File: src/rtl/fetch_pkg.sv
// Shared fetch-buffer sizing and the credit controller state encoding.
// The fetch FIFO wrapper and the credit controller both size themselves from here.
package fetch_pkg;

  localparam int unsigned FETCH_BUF_DEPTH    = 16;
  localparam int unsigned FETCH_LOG_DEPTH    = 4;
  localparam int unsigned FETCH_MAX_INFLIGHT = 2;
  localparam int unsigned FETCH_LOG_INFL     = 1;

  typedef enum logic {
    ST_RUN   = 1'b0,
    ST_DRAIN = 1'b1
  } fetch_cred_state_e;

endpackage

File: src/rtl/sat_updown_cnt.sv
// Up/down counter that saturates at 0 and MAX_VAL instead of wrapping.
// A load has priority over counting; an increment together with a decrement holds the count.
module sat_updown_cnt #(
  parameter int unsigned WIDTH   = 4,
  parameter int unsigned MAX_VAL = 15
) (
  input  logic             clk,
  input  logic             rst,
  input  logic             i_inc,
  input  logic             i_dec,
  input  logic             i_clr,
  input  logic [WIDTH-1:0] i_clr_val,
  output logic [WIDTH-1:0] o_count,
  output logic             o_ovf,
  output logic             o_udf
);

  logic [WIDTH-1:0] r_count;
  logic             w_up;
  logic             w_dn;
  logic             w_at_max;
  logic             w_at_zero;

  assign w_up      = i_inc & ~i_dec;
  assign w_dn      = i_dec & ~i_inc;
  assign w_at_max  = (r_count == WIDTH'(MAX_VAL));
  assign w_at_zero = (r_count == '0);

  // Flags report an attempted step past a bound; a load in the same cycle does not mask them.
  assign o_ovf = w_up & w_at_max;
  assign o_udf = w_dn & w_at_zero;

  always_ff @(posedge clk) begin
    if (rst) begin
      r_count <= '0;
    end else if (i_clr) begin
      r_count <= i_clr_val;
    end else if (w_up && !w_at_max) begin
      r_count <= r_count + WIDTH'(1);
    end else if (w_dn && !w_at_zero) begin
      r_count <= r_count - WIDTH'(1);
    end
  end

  assign o_count = r_count;

endmodule

File: src/rtl/fetch_credit_ctrl.sv
// Credit-based issue controller for the fetch FIFO: mirrors FIFO occupancy plus
// in-flight icache requests, and marks requests outstanding across a flush as stale.
module fetch_credit_ctrl
  import fetch_pkg::*;
#(
  parameter int unsigned DEPTH        = FETCH_BUF_DEPTH,
  parameter int unsigned LOG_DEPTH    = FETCH_LOG_DEPTH,
  parameter int unsigned MAX_INFLIGHT = FETCH_MAX_INFLIGHT,
  parameter int unsigned LOG_INFL     = FETCH_LOG_INFL
) (
  input  logic                clk,
  input  logic                rst,
  input  logic                flush,
  input  logic                stall,
  input  logic                issue_req,
  output logic                issue_allow,
  output logic                issue_fire,
  input  logic                resp_valid,
  output logic                resp_drop,
  output logic                fifo_readygo,
  input  logic                fifo_pop_en,
  output logic [LOG_DEPTH:0]  occupancy,
  output logic [LOG_INFL:0]   inflight,
  output logic [LOG_INFL:0]   drop_cnt,
  output logic                draining,
  output logic                err
);

  localparam int unsigned OW = LOG_DEPTH + 1;
  localparam int unsigned IW = LOG_INFL + 1;

  fetch_cred_state_e r_state;
  logic              r_err;

  logic [OW-1:0] w_occ;
  logic [IW-1:0] w_infl;
  logic [IW-1:0] w_drop;
  logic [IW:0]   w_outstanding;
  logic [OW:0]   w_fill;
  logic [IW:0]   w_flush_rem;
  logic [IW-1:0] w_drop_load;
  logic          w_drop_nz;
  logic          w_accept;
  logic          w_stale;
  logic          w_occ_ovf, w_occ_udf;
  logic          w_infl_ovf, w_infl_udf;
  logic          w_drop_ovf, w_drop_udf;
  logic          w_err_evt;

  // Widened sums so the credit compares cannot overflow.
  assign w_outstanding = {1'b0, w_infl} + {1'b0, w_drop};
  assign w_fill        = {1'b0, w_occ} + (OW + 1)'(w_infl);
  assign w_drop_nz     = (w_drop != '0);

  assign issue_allow  = !rst && !flush && !stall
                     && (w_outstanding < (IW + 1)'(MAX_INFLIGHT))
                     && (w_fill < (OW + 1)'(DEPTH));
  assign issue_fire   = issue_req && issue_allow;
  assign resp_drop    = !rst && resp_valid && (flush || w_drop_nz);
  assign fifo_readygo = !rst && resp_valid && !resp_drop;

  assign w_accept = resp_valid && !w_drop_nz && !flush;
  assign w_stale  = resp_valid && w_drop_nz && !flush;

  // Everything outstanding turns stale on flush, except a response landing in that same cycle.
  always_comb begin
    w_flush_rem = '0;
    if (w_outstanding != '0) begin
      w_flush_rem = w_outstanding - (IW + 1)'(resp_valid);
    end
    w_drop_load = w_flush_rem[IW-1:0];
    if (w_flush_rem > (IW + 1)'(MAX_INFLIGHT)) begin
      w_drop_load = IW'(MAX_INFLIGHT);
    end
  end

  sat_updown_cnt #(.WIDTH(OW), .MAX_VAL(DEPTH)) u_occ_cnt (
    .clk       (clk),
    .rst       (rst),
    .i_inc     (w_accept),
    .i_dec     (fifo_pop_en),
    .i_clr     (flush),
    .i_clr_val ('0),
    .o_count   (w_occ),
    .o_ovf     (w_occ_ovf),
    .o_udf     (w_occ_udf)
  );

  sat_updown_cnt #(.WIDTH(IW), .MAX_VAL(MAX_INFLIGHT)) u_infl_cnt (
    .clk       (clk),
    .rst       (rst),
    .i_inc     (issue_fire),
    .i_dec     (w_accept),
    .i_clr     (flush),
    .i_clr_val ('0),
    .o_count   (w_infl),
    .o_ovf     (w_infl_ovf),
    .o_udf     (w_infl_udf)
  );

  sat_updown_cnt #(.WIDTH(IW), .MAX_VAL(MAX_INFLIGHT)) u_drop_cnt (
    .clk       (clk),
    .rst       (rst),
    .i_inc     (1'b0),
    .i_dec     (w_stale),
    .i_clr     (flush),
    .i_clr_val (w_drop_load),
    .o_count   (w_drop),
    .o_ovf     (w_drop_ovf),
    .o_udf     (w_drop_udf)
  );

  assign w_err_evt = (resp_valid && (w_outstanding == '0))
                  || (fifo_pop_en && (w_occ == '0))
                  || w_occ_ovf || w_occ_udf
                  || w_infl_ovf || w_infl_udf
                  || w_drop_ovf || w_drop_udf;

  always_ff @(posedge clk) begin
    if (rst) begin
      r_state <= ST_RUN;
      r_err   <= 1'b0;
    end else begin
      if (w_err_evt) begin
        r_err <= 1'b1;
      end
      case (r_state)
        ST_RUN: begin
          if (flush && (w_drop_load != '0)) begin
            r_state <= ST_DRAIN;
          end
        end
        ST_DRAIN: begin
          if (flush) begin
            r_state <= (w_drop_load != '0) ? ST_DRAIN : ST_RUN;
          end else if (w_stale && (w_drop == IW'(1))) begin
            r_state <= ST_RUN;
          end
        end
        default: r_state <= ST_RUN;
      endcase
    end
  end

  assign occupancy = w_occ;
  assign inflight  = w_infl;
  assign drop_cnt  = w_drop;
  assign draining  = (r_state == ST_DRAIN);
  assign err       = r_err;

endmodule

File: config.mk
export PLATFORM = sky130hd
export DESIGN_NAME = fetch_credit_ctrl
export DESIGN_NICKNAME = d
export VERILOG_FILES = /design/src/rtl/fetch_pkg.sv /design/src/rtl/sat_updown_cnt.sv /design/src/rtl/fetch_credit_ctrl.sv
export SDC_FILE = /design/constraint.sdc
export NUM_CORES = 1
export LEC_CHECK = 0
export CORE_UTILIZATION = 39
export DETAILED_ROUTE_END_ITERATION = 12
export PLACE_DENSITY = 0.7
export SLEW_MARGIN = 20
export SYNTH_ARGS = -nofsm -noshare
export SYNTH_HDL_FRONTEND = slang
export SYNTH_SLANG_ARGS = --single-unit
File: constraint.sdc
create_clock -name clk -period 2.9 [get_ports clk]
set_clock_uncertainty 0.05 [all_clocks]
set_input_delay 0.29 -clock clk [delete_from_list [all_inputs] [get_ports clk]]
set_output_delay 0.29 -clock clk [all_outputs]
set_load 0.03 [all_outputs]
[Yosys cells after proc, flatten, opt, wreduce, memory -nomap -nowiden]
Cells that the tools add are included.
Word-level totals
  logic and storage cells: 94
  input bits: 7
  register bits: 11
  output and inout port bits: 15
Cells by class
  eq/ne operators: 3
  multiplexer cells: 13
  add/sub/neg operators: 8
  $lt $le $gt $ge: 3
  bitwise logic cells: 13
  reductions and logical operators: 49
Operators by type and width (number)
  1-bit logical AND: 21
  1-bit zero test: 10
  2-bit two-way mux: 5
  5-bit two-way mux: 2
  2-bit nonzero test: 5
  1-bit AND: 9
  1-bit logical OR: 7
  5-bit by 2-bit adder with 6-bit output: 1
  6-bit by 5-bit less-than comparator with 1-bit output, second input constant: 1
  5-bit by 1-bit adder with 5-bit output, second input constant: 1
  5-bit == test, second input constant: 1
  5-bit zero test: 1
  5-bit by 1-bit subtractor with 5-bit output, second input constant: 1
  2-bit zero test: 2
  1-bit two-way mux: 4
  1-bit inverter: 4
  2-bit by 1-bit subtractor with 2-bit output, second input constant: 2
  2-bit by 2-bit adder with 3-bit output: 1
  3-bit by 2-bit > comparator with 1-bit output, second input constant: 1
  3-bit zero test: 1
  3-bit by 2-bit less-than comparator with 1-bit output, second input constant: 1
  3-bit two-way mux: 1
  3-bit nonzero test: 1
  3-bit by 1-bit subtractor with 3-bit output: 1
  5 further kinds: 5

[Logic depth before layout (Yosys ltp)]
  depth after elaboration: 11
  gate-level depth with buffers: 11
  gate-level depth less buffers: 11

[By module]
A second synthesis with hierarchy kept.
Second synthesis, totals
  cells, all modules: 146
  area total of the unflattened synthesis: 1111.1 µm²
Modules (own cells, without submodules)
  sat_updown_cnt (u_occ_cnt): instances 1, sequential area each 100.1 µm², area an instance 483.0 µm², cells each 61
  fetch_credit_ctrl: instances 1, sequential area each 40.0 µm², area an instance 337.8 µm², cells each 49
  sat_updown_cnt (u_drop_cnt ...): instances 2, sequential area each 40.0 µm², area an instance 145.1 µm², cells each 18

[Least setup slack after synthesis]
Ideal clock, no wire load.
  kind: flip-flop to flip-flop
  from: register u_drop_cnt.r_count[1], in the netlist u_drop_cnt.o_count[1]
  to: register u_occ_cnt.r_count[4], in the netlist u_occ_cnt.o_count[4]
  stages on the path, launching flop included: 12
  slack: 0.311 ns
  setup time: 0.128 ns
  clock period less this slack: 2.589 ns
  arrival time: 2.411 ns
  required time: 2.722 ns
  path buffers: 0
  cells stage by stage: dfxtp_1 > inv_1 > ha_1 > nand3b_1 > a211o_2 > inv_1 > fa_1 > nand2b_1 > o2bb2ai_1 > or4_1 > nand3_1 > a21oi_1
On the way
  word-level cells in the longest chain between the ends: 8
  elaborated cells on any way between the ends: 11
  those cells by class: mux (1); bitwise (3); reduce/logical (7)
RTL lines
  start: declaration: RTL line sat_updown_cnt.sv:18  | logic [WIDTH-1:0] r_count;
  start signal: assignment: RTL line sat_updown_cnt.sv:37  | r_count <= i_clr_val;
  start signal: assignment: RTL line sat_updown_cnt.sv:39  | r_count <= r_count + WIDTH'(1);
  start signal: assignment: RTL line sat_updown_cnt.sv:41  | r_count <= r_count - WIDTH'(1);
  2-bit nonzero test (*): RTL line fetch_credit_ctrl.sv:53  | assign w_drop_nz = (w_drop != '0);
  1-bit zero test (*): RTL line fetch_credit_ctrl.sv:62  | assign w_accept = resp_valid && !w_drop_nz && !flush;
  1-bit logical AND (*) (2 in a row): RTL line fetch_credit_ctrl.sv:62
  1-bit inverter: RTL line sat_updown_cnt.sv:25  | assign w_dn = i_dec & ~i_inc;
  1-bit AND: RTL line sat_updown_cnt.sv:25
  1-bit logical AND: RTL line sat_updown_cnt.sv:40  | end else if (w_dn && !w_at_zero) begin
  2-bit nonzero test (no source line)
  end signal: assignment: RTL line sat_updown_cnt.sv:37
  end signal: assignment: RTL line sat_updown_cnt.sv:39
  end signal: assignment: RTL line sat_updown_cnt.sv:41
  end: declaration: RTL line sat_updown_cnt.sv:18
Every way passes the cells marked *; elsewhere a longest branch is shown, timed or not.
A chain may end at the register's enable or synchronous reset.

[Worst setup path after layout]
  from: register u_drop_cnt.r_count[0], in the netlist u_drop_cnt.o_count[0]
  to: output port issue_fire
On the way
  word-level cells in the longest chain between the ends: 5
RTL lines
  2-bit by 2-bit adder with 3-bit output: RTL line fetch_credit_ctrl.sv:51  | assign w_outstanding = {1'b0, w_infl} + {1'b0, w_drop};
  3-bit by 2-bit less-than comparator with 1-bit output: RTL line fetch_credit_ctrl.sv:56  | && (w_outstanding < (IW + 1)'(MAX_INFLIGHT))
  1-bit logical AND: RTL line fetch_credit_ctrl.sv:56
  1-bit logical AND: RTL line fetch_credit_ctrl.sv:57  | && (w_fill < (OW + 1)'(DEPTH));
  1-bit logical AND: RTL line fetch_credit_ctrl.sv:58  | assign issue_fire = issue_req && issue_allow;
  end: declaration: RTL line fetch_credit_ctrl.sv:17  | output logic issue_fire,
No other way between the ends.

==> impl_metrics.ini <==
[run_status]
run_status = finished, final reports clean

[clock_tree]
cts_root_buffer = clkbuf_4
numCtsBuffers = 3
cts_hold_buf = 0
cts.sinks = 11
clock_path_buffers = 2
htreeDepth = 1
cts_tree = done
clock_latency_ns = 0.27
post_cts_buffers = 0
clkTransAtPathRegs_ns = 0.07

[yosys]
synth_top_area_share_pct = 24.0
synth.area.top_cells = dfxtp_1 (24%), ha_1 (12%), a21oi_1 (6.0%)
synth_nets = 129
async_flop_share_pct = 0
ys_types = 40
synthCells = 111
synth-edff-count = 0
yosysWarnings = 0
syn_area_sq_um = 917
avgSynthCellArea_sq_um = 8.26
synth_ff_type = dfxtp_1
synth_top_area_cell = dfxtp_1
synth-seq-cells = 11
synth-seq-area-share_pct = 24.0

[timing]
max_freq_ghz = 0.371
setup-violations-final = 0
hold_ws_ns = 0.460
finalCritPeriodShare_pct = 93.0
min_period_ns = 2.70
drv_slew = 0
slew-limit-headroom_pct = 69.2
fin_setup_tns_ns = 0
rsz0062_at_grt = false
tightest_slew_ns = 0.458
hold_viol = 0

[global_routing]
grt_max_degree = 13
antenna_found_initial = 0
grt_overflow = 0
grt_pass1_vias = 886
grt_pass1_wl_um = 3710
track_usage_pct = 19.0

[floorplan]
start_util_pct = 41.5
rows = 17
die_area_sq_um = 2550
dieHeight_um = 50.5
ios = 22
core_area_sq_um = 2210
die_width_um = 50.5

[final_layout]
syn2layout_area_growth_pct = 32.7
drive_gt1_share_pct = 14.5
n_antenna_cell = 0
nets = 157

[placed_design]
dpl.hpwl_um = 1620
port_buffers = 21
gp_congestion = 0.825

[min_path]
hp-class = reg2reg

[detailed_routing]
drc = 0
vias = 891
routed_wl_um = 2120
drt_iter0_markers = 8
drt-wirelength-per-cell_um = 12.8
drt.antenna.violating_nets = 0
vias_per_cell = 5.37
first_pass_iters = 4

[worst_setup_path]
reg2reg_slack_ns = 0.30
crit_required_ns = 2.56
critPathKind = reg2out
cp-start-kind = flop
crit_fanout = 7
cp_cell_sequence = ha_1, fa_1, nor4_2, o2111a_2, dlygate4sd2_1
critical_path.slowest_cell = fa_1
cp.arrival_ns = 2.36
end_kind = primary output
cp_slowest_stage_delay_ns = 0.46

[power_and_ir_drop]
max-vdd-ir-drop_uv = 344
power_density_nw_per_um2 = 367
p_leak_nw = 0.484

[flow_run]
max_cap_viol_count = 0
[cells by family after synthesis]
logic type	synth area share (%)
adder cells (fa/ha/maj)	16.6
XOR/XNOR	2.87
buffers and inverters	5.59
flip-flops	24.0
AND/OR/NAND/NOR	25.1
multiplexers	1.09
AO/OA/AOI/OAI	24.7
[where the power goes]
part	total (mW)	switching, mW	internal (mW)
Sequential	0.169	0.00925	0.160
Combinational	0.175	0.0946	0.0803
Clock	0.103	0.0497	0.0533
[registers in the layout, indices dropped and copies added, names as in the netlist]
signal,flops
u_infl_cnt.o_count,2
draining,1
u_drop_cnt.o_count,2
u_occ_cnt.o_count,5
err,1
[critical path, delay by kind of cell (launching register included)]
kind            cells  cell delay [ns]
flops               1             0.37
buf+inv             1             0.41
simple gates        1             0.30
compound gates      1             0.33
fa+ha+maj           2             0.67
[routing by layer]
layer  GRT usage, %  vias up  wire length, um
li1               -      457                -
met1           22.1      412              976
met2           34.2       22             1050
met3           6.06        0               95
met4           2.78        0                0
met5              0        -                0
[layout make-up]
type / instances / area, sq um
clock buffer: 4 / 26.3
multi-input combinational: 87 / 646
fill: 231 / 995
sequential: 11 / 220
tap: 28 / 35.0
inverter: 9 / 33.8
timing repair buffer: 27 / 256
[cells in the mapped netlist (3+ instances only)]
library cell and number:
a21oi_1 11, ha_1 9, nand2_1 4, xnor2_1 3
nand2b_1 3, inv_1 9, a21o_1 3, nand3_1 8
a31oi_1 3, nor2_1 8, dfxtp_1 11
[stage by stage]
stage                     std cells  power [mW]  cell area [sq um]  utilization (%)  setup slack (ns)
after floorplan                 111       0.290                917                -             0.311
after global placement          162       0.343               1190             53.8             0.214
after detailed placement        162       0.347               1190             53.8             0.222
after CTS                       166       0.453               1210             54.9            0.0651
after global routing            166       0.480               1220             55.0            0.0720
final                           166       0.447               1220             55.0             0.203
[cell usage in the layout, fill, tap and decap left out, types with 2 or more instances in the layout]
cell type	count
a31oi_1	3
buf_4	6
nand3b_1	2
clkbuf_4	3
dfxtp_1	11
fa_1	2
nor3_1	2
nand2_1	4
ha_1	9
nand2b_1	3
or2_2	2
a21oi_1	11
a21o_1	3
inv_1	9
clkdlybuf4s50_1	19
xnor2_1	3
nor2_1	8
or3_1	2
o211ai_1	2
nand3_1	8
nor2b_1	2
o21a_1	2
[final timing paths]
kind / endpoint / from / cells after the start
setup / recovery: issue_fire / u_drop_cnt.o_count[0]$_SDFFE_PP0P_ / 5
hold / removal: draining$_SDFF_PP0_ / draining$_SDFF_PP0_ / 2
setup reg to reg: u_occ_cnt.o_count[4]$_SDFFE_PP0P_ / u_occ_cnt.o_count[2]$_SDFFE_PP0P_ / 9
hold reg to reg: draining$_SDFF_PP0_ / draining$_SDFF_PP0_ / 2
[repair_timing]
item / in CTS / in global routing
setup endpoints to repair: 1 / 1
resized for setup: 1 / 1
pin swaps: 0 / 0
hold endpoints to repair: 0 / 0
No activity file was read; power rests on OpenSTA's default activity.
